File: src/rtl/seven_segment_mux_if.sv
`default_nettype none
// +--------------------------------------------------------------------------+
// | seven_segment_mux_if : digit/blank inputs and display pin outputs        |
// | Optional brightness input when SEVEN_SEGMENT_BRIGHTNESS_EN is defined.   |
// | Revision 1.0                                                             |
// +--------------------------------------------------------------------------+
interface seven_segment_mux_if #(
  parameter int NUM_DIGITS = 2
);
  localparam int c_idx_w = (NUM_DIGITS > 1) ? $clog2(NUM_DIGITS) : 1;

  logic [4*NUM_DIGITS-1:0] digits;
  logic [NUM_DIGITS-1:0]   blank_mask;
`ifdef SEVEN_SEGMENT_BRIGHTNESS_EN
  logic [3:0]              brightness;
`endif
  logic [6:0]              seg;
  logic [NUM_DIGITS-1:0]   anode;
  logic [c_idx_w-1:0]      digit_idx;
  logic                    frame_tick;

`ifdef SEVEN_SEGMENT_BRIGHTNESS_EN
  modport master (output digits, blank_mask, brightness,
                  input  seg, anode, digit_idx, frame_tick);
  modport slave  (input  digits, blank_mask, brightness,
                  output seg, anode, digit_idx, frame_tick);
`else
  modport master (output digits, blank_mask,
                  input  seg, anode, digit_idx, frame_tick);
  modport slave  (input  digits, blank_mask,
                  output seg, anode, digit_idx, frame_tick);
`endif
endinterface
`default_nettype wire

File: src/rtl/seven_segment_mux.sv
`default_nettype none
// +--------------------------------------------------------------------------+
// | seven_segment_mux : frame-shadowed, dead-timed multiplexed 7-seg driver  |
// | Optional PWM dimming via macro SEVEN_SEGMENT_BRIGHTNESS_EN.              |
// | Revision 1.0                                                             |
// +--------------------------------------------------------------------------+
module seven_segment_mux #(
  parameter int NUM_DIGITS  = 2,
  parameter int REFRESH_DIV = 24000,
  parameter int DEADTIME    = 480
) (
  input  wire logic          clk,
  input  wire logic          reset_n,
  seven_segment_mux_if.slave bus
);
  localparam int c_idx_w = (NUM_DIGITS > 1) ? $clog2(NUM_DIGITS) : 1;
  localparam int c_cnt_w = $clog2(REFRESH_DIV);
  localparam logic [c_cnt_w-1:0] c_cnt_last = c_cnt_w'(REFRESH_DIV - 1);
  localparam logic [c_idx_w-1:0] c_idx_last = c_idx_w'(NUM_DIGITS - 1);

  logic [c_cnt_w-1:0]      r_cnt;
  logic [c_idx_w-1:0]      r_idx;
  logic [4*NUM_DIGITS-1:0] r_sh_digits;
  logic [NUM_DIGITS-1:0]   r_sh_blank;
  logic [6:0]              r_seg;
  logic [NUM_DIGITS-1:0]   r_anode;

  logic                    w_load;
  logic                    w_dead;
  logic                    w_pwm_on;
  logic [4*NUM_DIGITS-1:0] w_digits;
  logic [NUM_DIGITS-1:0]   w_blank;
  logic [3:0]              w_cur_dig;
  logic                    w_cur_blank;
  logic [NUM_DIGITS-1:0]   w_onehot;
  logic [6:0]              w_seg_dec;
  logic                    w_lit;

  assign w_load = (r_idx == '0) && (r_cnt == '0);

  // The frame-start cycle already displays the freshly captured values.
  assign w_digits = w_load ? bus.digits     : r_sh_digits;
  assign w_blank  = w_load ? bus.blank_mask : r_sh_blank;

  generate
    if (DEADTIME == 0) begin : g_no_dead
      assign w_dead = 1'b0;
    end else begin : g_dead
      assign w_dead = (r_cnt < c_cnt_w'(DEADTIME));
    end
  endgenerate

`ifdef SEVEN_SEGMENT_BRIGHTNESS_EN
  logic [3:0] r_pwm;
  logic [3:0] r_sh_bright;
  logic [3:0] w_bright;

  assign w_bright = w_load ? bus.brightness : r_sh_bright;
  assign w_pwm_on = (r_pwm < w_bright);

  always_ff @(posedge clk) begin
    if (!reset_n) begin
      r_pwm       <= 4'd0;
      r_sh_bright <= 4'd0;
    end else begin
      r_pwm <= r_pwm + 4'd1;
      if (w_load) begin
        r_sh_bright <= bus.brightness;
      end
    end
  end
`else
  assign w_pwm_on = 1'b1;
`endif

  always_comb begin
    w_cur_dig   = 4'h0;
    w_cur_blank = 1'b1;
    w_onehot    = '0;
    for (int i = 0; i < NUM_DIGITS; i++) begin
      if (r_idx == c_idx_w'(i)) begin
        w_cur_dig   = w_digits[4*i +: 4];
        w_cur_blank = w_blank[i];
        w_onehot[i] = 1'b1;
      end
    end
  end

  always_comb begin
    w_seg_dec = 7'h7F;
    case (w_cur_dig)
      4'h0: w_seg_dec = 7'h40;
      4'h1: w_seg_dec = 7'h79;
      4'h2: w_seg_dec = 7'h24;
      4'h3: w_seg_dec = 7'h30;
      4'h4: w_seg_dec = 7'h19;
      4'h5: w_seg_dec = 7'h12;
      4'h6: w_seg_dec = 7'h02;
      4'h7: w_seg_dec = 7'h78;
      4'h8: w_seg_dec = 7'h00;
      4'h9: w_seg_dec = 7'h10;
      4'hA: w_seg_dec = 7'h08;
      4'hB: w_seg_dec = 7'h03;
      4'hC: w_seg_dec = 7'h46;
      4'hD: w_seg_dec = 7'h21;
      4'hE: w_seg_dec = 7'h06;
      4'hF: w_seg_dec = 7'h0E;
      default: w_seg_dec = 7'h7F;
    endcase
  end

  assign w_lit = !w_dead && !w_cur_blank && w_pwm_on;

  always_ff @(posedge clk) begin
    if (!reset_n) begin
      r_cnt       <= '0;
      r_idx       <= '0;
      r_sh_digits <= '0;
      r_sh_blank  <= '1;
      r_seg       <= 7'h7F;
      r_anode     <= '1;
    end else begin
      if (r_cnt == c_cnt_last) begin
        r_cnt <= '0;
        r_idx <= (r_idx == c_idx_last) ? '0 : r_idx + 1'b1;
      end else begin
        r_cnt <= r_cnt + 1'b1;
      end
      if (w_load) begin
        r_sh_digits <= bus.digits;
        r_sh_blank  <= bus.blank_mask;
      end
      r_seg   <= w_lit ? w_seg_dec : 7'h7F;
      r_anode <= w_lit ? ~w_onehot : '1;
    end
  end

  assign bus.seg        = r_seg;
  assign bus.anode      = r_anode;
  assign bus.digit_idx  = r_idx;
  assign bus.frame_tick = (r_idx == c_idx_last) && (r_cnt == c_cnt_last);

endmodule
`default_nettype wire
File: src/flat_wrapper.sv
// flat-port wrapper written by rule: the top's interface ports become plain ports
module seven_segment_mux_flat 
#(
  parameter int NUM_DIGITS  = 2,
  parameter int REFRESH_DIV = 24000,
  parameter int DEADTIME    = 480
)
  (clk, reset_n, bus_digits, bus_blank_mask, bus_seg, bus_anode, bus_digit_idx, bus_frame_tick);
  seven_segment_mux_if #(.NUM_DIGITS(NUM_DIGITS)) bus_i ();
  input  wire logic clk;
  input  wire logic reset_n;
  input wire logic [$bits(bus_i.digits)-1:0] bus_digits;
  input wire logic [$bits(bus_i.blank_mask)-1:0] bus_blank_mask;
  output wire logic [$bits(bus_i.seg)-1:0] bus_seg;
  output wire logic [$bits(bus_i.anode)-1:0] bus_anode;
  output wire logic [$bits(bus_i.digit_idx)-1:0] bus_digit_idx;
  output wire logic [$bits(bus_i.frame_tick)-1:0] bus_frame_tick;
  assign bus_i.digits = bus_digits;
  assign bus_i.blank_mask = bus_blank_mask;
  assign bus_seg = bus_i.seg;
  assign bus_anode = bus_i.anode;
  assign bus_digit_idx = bus_i.digit_idx;
  assign bus_frame_tick = bus_i.frame_tick;
  seven_segment_mux #(.NUM_DIGITS(NUM_DIGITS), .REFRESH_DIV(REFRESH_DIV), .DEADTIME(DEADTIME)) u_core (.clk(clk), .reset_n(reset_n), .bus(bus_i));
endmodule
File: config.mk
export PLATFORM = sky130hd
export DESIGN_NAME = seven_segment_mux_flat
export DESIGN_NICKNAME = d
export VERILOG_FILES = /design/src/rtl/seven_segment_mux_if.sv /design/src/rtl/seven_segment_mux.sv /design/src/flat_wrapper.sv
export SDC_FILE = /design/constraint.sdc
export NUM_CORES = 1
export LEC_CHECK = 0
export CORE_MARGIN = 5
export CORE_UTILIZATION = 45
export CTS_CLUSTER_SIZE = 16
export DETAILED_ROUTE_END_ITERATION = 7
export GPL_ROUTABILITY_DRIVEN = 1
export GPL_TIMING_DRIVEN = 0
export PLACE_DENSITY = 0.76
export SYNTH_ARGS = -nofsm -noshare
export SYNTH_HDL_FRONTEND = slang
export SYNTH_SLANG_ARGS = --single-unit
File: constraint.sdc
create_clock -name clk -period 2.95 [get_ports clk]
set_input_delay 0.4425 -clock clk [delete_from_list [all_inputs] [get_ports clk]]
set_output_delay 0.4425 -clock clk [all_outputs]
set_load 0.005 [all_outputs]
# ---- Word-level counts from Yosys, hierarchy flattened
# Memories as Yosys holds them, arrays and structs flattened. A register that Yosys moved wholly into a read port is not among the register bits.
# Cells that the tools add are included.
dict set report totals {
  register_bits 28
  romBits 112
  input_bits 12
  out_inout_bits 11
  elab_cells 29
  mem_count 1
}
# name depth width rd rd_ports_with_merged_regs write_ports line_no
set mem_list {}
lappend mem_list {{(name not given)} 16 7 1 1 0 seven_segment_mux.sv:91} ;# case (w_cur_dig)
dict set report op_classes {
  addsub 2
  order_cmp 1
  n_eq_ne 1
  n_mux 7
  n_bitwise 3
  reduce_logical 9
}
# cell n
set ops {}
lappend ops {{15-bit by 1-bit adder with 15-bit output, second input constant} 1}
lappend ops {{15-bit equality test, second input constant} 1}
lappend ops {{15-bit zero test} 1}
lappend ops {{15-bit by 9-bit less-than comparator with 1-bit output, second input constant} 1}
lappend ops {{8-bit two-way mux} 1}
lappend ops {{1-bit two-way mux} 4}
lappend ops {{4-bit two-way mux} 1}
lappend ops {{1-bit logical AND} 3}
lappend ops {{1-bit zero test} 3}
lappend ops {{2-bit two-way mux} 1}
lappend ops {{1-bit NOT} 2}
lappend ops {{2-bit NOT} 1}
lappend ops {{2-bit AND reduction} 1}
lappend ops {{2-bit OR reduction} 1}
lappend ops {{1-bit adder, second input constant} 1}

# ---- Longest topological paths before layout
# Gate-level depths: netlist of the first run.
dict set report logic_depth {
  ltp_word 8
  ltp_mapped 12
}

# ---- Worst setup path before layout of the first run
# OpenSTA, ideal clock, no wires.
dict set report synth_path {
  path_kind {reg2reg}
  from {reg u_core.r_idx (netlist: u_core.bus.digit_idx)}
  to {reg u_core.r_seg[4] (netlist: u_core.bus.seg[4])}
  setup_ns 0.122
  arrival_time_ns 2.521
  path_slack_ns 0.308
  stages_incl_launch_ff 11
  path_buffers 2
  cell_sequence {dfxtp_1 > buf_6 > nor4b_4 > nand4_2 > buf_2 > mux2i_1 > a21oi_1 > inv_1 > ha_1 > mux2_2 > a221o_1}
}
dict set report synth_between {
  elab_chain_cells 8
  elab_cells_between_ends 10
  cone_classes {4 x mux; 1 x bitwise; 5 x reduce/logical}
}
# element line_no
set synth_rtl {}
lappend synth_rtl {{from (decl)} seven_segment_mux.sv:22} ;# logic [c_idx_w-1:0] r_idx;
lappend synth_rtl {{from (signal assigned)} seven_segment_mux.sv:125} ;# r_idx <= (r_idx == c_idx_last) ? '0 : r_idx + 1'b1;
lappend synth_rtl {{1-bit NOT} --}
lappend synth_rtl {{1-bit logical AND} seven_segment_mux.sv:39} ;# assign w_load = (r_idx == '0) && (r_cnt == '0);
lappend synth_rtl {{2-bit two-way mux} --}
lappend synth_rtl {{1-bit two-way mux} seven_segment_mux.sv:81} ;# if (r_idx == c_idx_w'(i)) begin
lappend synth_rtl {{1-bit zero test} seven_segment_mux.sv:112} ;# assign w_lit = !w_dead && !w_cur_blank && w_pwm_on;
lappend synth_rtl {{1-bit logical AND} seven_segment_mux.sv:112}
lappend synth_rtl {{2-bit AND reduction (no line)} --}
lappend synth_rtl {{1-bit zero test (no line)} --}
lappend synth_rtl {{to (decl)} seven_segment_mux.sv:25} ;# logic [6:0] r_seg;
# Several ways; a longest one is shown, not always the timed one.
# A chain may end at the register's enable or synchronous reset.

# ---- Worst setup path in the final report of the first run
dict set report layout_path {
  from {reg u_core.r_cnt[0]}
  to {reg u_core.r_seg[4] (netlist: u_core.bus.seg[4])}
}
dict set report layout_between {
  elab_chain_cells 8
  elab_cells_between_ends 12
  cone_classes {1 x order compare; 4 x mux; 7 x reduce/logical}
}
# element line_no
set layout_rtl {}
lappend layout_rtl {{from (decl)} seven_segment_mux.sv:21} ;# logic [c_cnt_w-1:0] r_cnt;
lappend layout_rtl {{from (signal assigned)} seven_segment_mux.sv:127} ;# r_cnt <= r_cnt + 1'b1;
lappend layout_rtl {{parallel branches: the longest is 8 deep, another holds 15-bit by 9-bit less-than comparator with 1-bit output} --}
# Parallel ways; which one is timed is not known.

==> out/results.ini, run 1 <==
[run_status]
outcome=finished, final reports clean

[placement]
dp_cells=248
io_buffer_count=22
place_ws_ns=-0.0504
dp_hpwl_mm=2.38
gp_congestion=0.819
placed_area_mm2=0.00199

[grt]
grt_pass1_vias=1244
track_usage_pct=14.1
grt_first_pass_wirelength_mm=5.60
grt_overflow=0
grt_max_degree=12
antenna_found_initial=0

[sta]
slew_headroom_pct=49.1
setup_viol=0
period_minus_slack_ns=2.69
layout_setup_ws_ns=0.263
drv_slew=0
fin_crit_sh_pct=91.1
rsz0062_at_grt=false
max_freq_mhz=372
worstMarginPinSlew_ns=0.743
fin_skew_ns=0.00704
hold_viol_final=0
holdWs_ns=0.477

[worst_setup_path]
r2r_slack_ns=0.26
slowest_delay_ns=0.34
crit_path_start=u_core.r_cnt[0]
cp.arrival_ns=2.87
cp_slowest_cell=dfxtp_1
r2r_cells=11
startpoint_type=register
required_ns=3.13
r2r_start=u_core.r_cnt[0]
worstReg2RegEnd=u_core.bus.seg[4]
crit_chain=inv_1 -> ha_1 -> nor4b_4 -> nand4_2 -> buf_2 -> mux2i_1 -> a21oi_2 -> inv_1 -> ha_1 -> mux2_2 -> a221o_1
endpoint_kind=register
crit_type=reg -> reg
crit_buf_inv=3
path_max_fanout=10
critical-path-top-delay-family=compound AO/OA/AOI/OAI gates

[yosys]
syn_area_mm2=0.00171
synth_top_area_cell=dfxtp_1
syn_nets=198
ys.flop_type=dfxtp_1
post_synth_num_cell_types=40
ys_ff_latch=35
synth_common_cells=dfxtp_1, nor2_1, mux2i_1
synth_seq_area_share_pct=41.1
syn_avg_cell_area_um2=9.58
synth_edf_count=0
yosys.area.top_type_share_pct=41.1
synth_area_leaders=dfxtp_1, mux2i_1, ha_1
yosysMostFrequentCell=dfxtp_1
synthCells=178
ys_warn_count=0
synthArstFlopShare_pct=0

[clock_tree]
cts_buffers=5
cts_num_sinks=35
cts_hold_buf=0
clk_path_buf_depth=2
clk_pin_slew_ns=0.07
clkLatencyLatePin_ns=0.29
cts_tree=done
htree_levels=2
root_buffer=clkbuf_8

[finish]
insertedDiodeCount=0
fin_nets=229
nFillCells=326
drive_above_1_share_pct=11.4
stdcell_count=258
area_growth_pct=24.9
stdcell_area_mm2=0.00213

[pwr]
power.internal_w=0.000845
p_clk_share_pct=40.2
switching_power_w=0.000274
total_power_w=0.00112
comb_power_share_pct=15.3
swShare_pct=24.4
peakVddDrop_v=0.000279
power_frac_seq_pct=44.5
power_density_mw_per_mm2=525
p_leak_nw=0.884

[run]
maxCapViolCount=0

[routing]
drt_wl_total_mm=3.25
vias=1322
viasPerCell=5.12
route.detailed.drc=0
drt.antenna.violating_nets=0
drt-initial-drc-count=65
drt_pass1_iterations=4
wire_per_inst_um=12.6

[worst_hold_path]
min_to=u_core.r_cnt[0]
hold_class=reg -> reg
whs_path_depth=1
hp-start=u_core.r_cnt[0]

[floorplanning]
dieArea_mm2=0.00512
pin_count=23
initial_core_util_pct=46.6
core_mm2=0.00366
die_y_um=71.6
dieWidth_um=71.6
fp-row-count=22

## cell usage in the layout, fill, tap and decap left out, drive strengths merged, types with 4 or more instances in the layout
| master | synthesis | layout |
|---|---|---|
| nand2 | 11 | 11 |
| nor2 | 22 | 22 |
| xnor2 | 8 | 8 |
| nand4 | 4 | 4 |
| buf | 3 | 5 |
| clkbuf | 5 | 11 |
| mux2 | 4 | 4 |
| nor2b | 7 | 7 |
| ha | 8 | 8 |
| nand3 | 9 | 9 |
| inv | 6 | 6 |
| xor2 | 7 | 7 |
| and3 | 8 | 8 |
| mux2i | 12 | 12 |
| clkdlybuf4s50 | 0 | 22 |
| dfxtp | 35 | 35 |
## registers in the layout, indices dropped and copies added, names as in the netlist
| register | count |
|---|---|
| u_core.bus.anode | 2 |
| u_core.bus.digit_idx | 1 |
| u_core.bus.seg | 7 |
| u_core.r_cnt | 15 |
| u_core.r_sh_blank | 2 |
| u_core.r_sh_digits | 8 |
## worst reg2reg max path, delay by kind of cell, from the launching register on
kind | cells | cell delay (ns)
AOI/OAI and AO/OA | 2 | 0.50
adders and majority gates | 2 | 0.42
buffers and inverters | 3 | 0.44
DFF | 1 | 0.34
muxes | 2 | 0.45
and+or+nand+nor | 2 | 0.43
## what timing repair did
action,CTS,global route
buffers inserted,0,2
resized for setup,1,1
pin swaps,0,1
endpoints found under the setup margin,1,1
## power groups by stage
stage | Sequential [W] | Clock (W) | Combinational, W
floorplan | 0.000506 | 0 | 0.000122
global placement | 0.000508 | 0 | 0.000160
detailed placement | 0.000508 | 0 | 0.000163
CTS | 0.000497 | 0.000462 | 0.000164
global route | 0.000500 | 0.000486 | 0.000191
finish | 0.000498 | 0.000450 | 0.000171
## cells by family after synthesis
| group | count (synthesis) | synth area share, % |
|---|---|---|
| compound gates | 18 | 8.00 |
| simple gates | 71 | 23.6 |
| fa+ha+maj | 8 | 5.87 |
| mux | 16 | 9.90 |
| flops | 35 | 41.1 |
| buf+inv | 15 | 3.89 |
| xor+xnor | 15 | 7.70 |
## routing by layer
metal	GRT usage, %	up-vias	part of all wire [%]
met2	20.3	23	43
met1	18.9	616	50
met5	0	-	0
met3	4.35	6	4.5
li1	-	677	-
met4	7.52	0	2.6
## layout make-up
type                            count  area, um2  share of cell area [%]
Clock inverter                      2       35.0                    1.64
Timing Repair Buffer               24        235                    11.0
Buffer                              8       40.0                    1.88
Sequential cell                    35        701                    32.9
Tap cell                           48       60.1                    2.82
Multi-Input combinational cell    128        951                    44.6
Clock buffer                        6       82.6                    3.88
Inverter                            7       26.3                    1.23
## worst max path at each step
stage | end | slack (ns) | cells past startpoint
2_1_floorplan | u_core.bus.seg[4] | 0.31 | 10
3_3_place_gp | u_core.bus.seg[4] | -0.02 | 9
3_5_place_dp | u_core.bus.seg[4] | -0.05 | 9
4_1_cts | u_core.bus.seg[4] | 0.10 | 9
5_1_grt | u_core.bus.seg[4] | 0.04 | 11
6_report | u_core.bus.seg[4] | 0.26 | 11
## stage by stage
step | setup TNS [ns] | utilization (%)
6_report | 0 | 58.2
4_1_cts | 0 | 57.6
3_3_place_gp | -0.0245 | 54.2
3_5_place_dp | -0.0504 | 54.2
5_1_grt | 0 | 58.2
2_1_floorplan | 0 | -
(Power assumes the default switching activity.)
==> run 2: changes to the inputs <==
- CORE_UTILIZATION: 45 -> 40
- PLACE_DENSITY: 0.76 -> 0.7
==> run 2 against run 1 <==
Clock skew shrank 0.0044 ns. Critical endpoint unchanged. Sequential share of layout area grew 0.93 points. Via count down 3.7%. Largest power group unchanged.
==> out/results.ini, run 2 (synthesized netlist as in run 1, its figures left out) <==
[run_status]
outcome=finished, final reports clean

[routing]
vias=1273
drt_wl_total_mm=3.16
drt-initial-drc-count=63
drt_pass1_iterations=4
drt.antenna.violating_nets=0
wire_per_inst_um=12.3
viasPerCell=4.95
route.detailed.drc=0

[finish]
top_register=u_core.r_cnt
regArea_um2=701
fin_util_pct=51.1
nFillCells=386
final_common_cell=dfxtp_1
multiInputGateArea_um2=942
layout_common_cells=dfxtp_1, nor2_1, clkdlybuf4s50_1, mux2i_1, nand2_1
drive_above_1_share_pct=9.66
area_growth_pct=21.5
largest_register_ffs=15
fin_nets=228
insertedDiodeCount=0

[worst_setup_path]
cp_slowest_cell=nor4_2
cp.arrival_ns=2.86
endpoint_kind=register
crit_chain=nor4_2 -> nand4_2 -> buf_2 -> mux2i_1 -> a21oi_2 -> inv_1 -> ha_1 -> mux2_2 -> a221o_1
startpoint_type=register
slowest_delay_ns=0.41
path_max_fanout=10
crit_type=reg -> reg
required_ns=3.12

[pwr]
switching_power_w=0.000244
p_leak_nw=0.850
p_clk_share_pct=31.6
power.internal_w=0.000726
power_frac_seq_pct=51.4
swShare_pct=25.2
peakVddDrop_v=0.000232
comb_power_share_pct=17.0
power_density_mw_per_mm2=468

[floorplanning]
dieArea_mm2=0.00567
pin_count=23
initial_core_util_pct=42.0
core_mm2=0.00406
fp-row-count=23
dieWidth_um=75.3
die_y_um=75.3

[sta]
setup_tns_ns=0
fin_crit_sh_pct=91.0
max_freq_mhz=373
rsz0062_at_grt=false
hold_viol_final=0
holdWs_ns=0.483
setup_viol=0
drv_slew=0
period_minus_slack_ns=2.68
fin_skew_ns=0.00266
layout_setup_ws_ns=0.266
slew_headroom_pct=54.8
worstMarginPinSlew_ns=0.659

[run]
maxCapViolCount=0

[clock_tree]
htree_levels=2
cts_tree=done
root_buffer=clkbuf_8
cts_num_sinks=35
clk_pin_slew_ns=0.06
clk_path_buf_depth=2
clkLatencyLatePin_ns=0.28
cts_buffers=5

[placement]
place_ws_ns=-0.0180
gp_congestion=0.807
io_buffer_count=22
dp_hpwl_mm=2.36

[grt]
grt_pass1_vias=1189
grt_first_pass_wirelength_mm=5.36
grt_overflow=0
track_usage_pct=12.6
grt_max_degree=11
antenna_found_initial=0

[worst_hold_path]
hold_class=reg -> reg

-- run 2: cell types whose count changed in the layout (fill, tap and decap cells not counted) --
cell | previous run | this run
buf_4 | 2 | 1
clkinv_2 | 1 | 0
bufinv_16 | 1 | 0
clkbuf_8 | 6 | 5
nor4_2 | 0 | 1
clkbuf_1 | 5 | 6
nor4_4 | 2 | 1
-- run 2: layout make-up --
class,count,area share (%)
well taps,50,3.02
clock buffers,6,3.50
flip-flops and latches,35,33.8
repair buffers,23,11.0
plain buffers,8,1.93
multi-input cells,128,45.5
inverters,7,1.27
-- run 2: critical path, delay by kind of cell (launching register included) --
family                     cells  cell delay [ns]
AOI/OAI and AO/OA              2             0.49
adders and majority gates      1             0.26
and+or+nand+nor                2             0.62
buffers and inverters          2             0.38
muxes                          2             0.46
DFF                            1             0.36
-- run 2: final timing paths --
check,from,endpoint,slack [ns],cells past startpoint
setup / recovery,u_core.r_cnt[5],u_core.bus.seg[4],0.27,9
hold / removal,u_core.r_sh_blank[1],u_core.r_sh_blank[1],0.48,2
setup reg to reg,u_core.r_cnt[5],u_core.bus.seg[4],0.27,9
hold reg to reg,u_core.r_sh_blank[1],u_core.r_sh_blank[1],0.48,2
-- run 2: metrics by stage --
stage / cells / power [W] / cell area [um2]
2_1_floorplan: 178 / 0.000628 / 1710
3_3_place_gp: 250 / 0.000668 / 1990
3_5_place_dp: 250 / 0.000670 / 1990
4_1_cts: 256 / 0.000982 / 2060
5_1_grt: 257 / 0.00103 / 2070
6_report: 257 / 0.000970 / 2070
-- run 2: power by group through the flow --
stage	logic, W	clock network, W	registers, W
2_1_floorplan	0.000122	0	0.000506
3_3_place_gp	0.000160	0	0.000508
3_5_place_dp	0.000162	0	0.000509
4_1_cts	0.000163	0.000320	0.000498
5_1_grt	0.000185	0.000345	0.000500
6_report	0.000165	0.000307	0.000499
-- run 2: per-layer routing --
metal / routed length (um) / track usage (%) / share of wire, %
met5: 0 / 0 / 0
met3: 163 / 4.49 / 5.2
met4: 70 / 5.83 / 2.2
met2: 1330 / 18.8 / 42
met1: 1590 / 16.3 / 50
-- run 2: what timing repair did --
item                       4_1_cts  5_1_grt
hold buffers                     0        0
pin swaps                        0        1
buffers inserted                 0        1
setup endpoints to repair        1        1
resized for setup                1        0
==> run 3: changes to the inputs <==
- ABC_AREA: not set -> 0
==> results of run 3 <==
Final layout, timing and power as in run 2 (identical DEF).
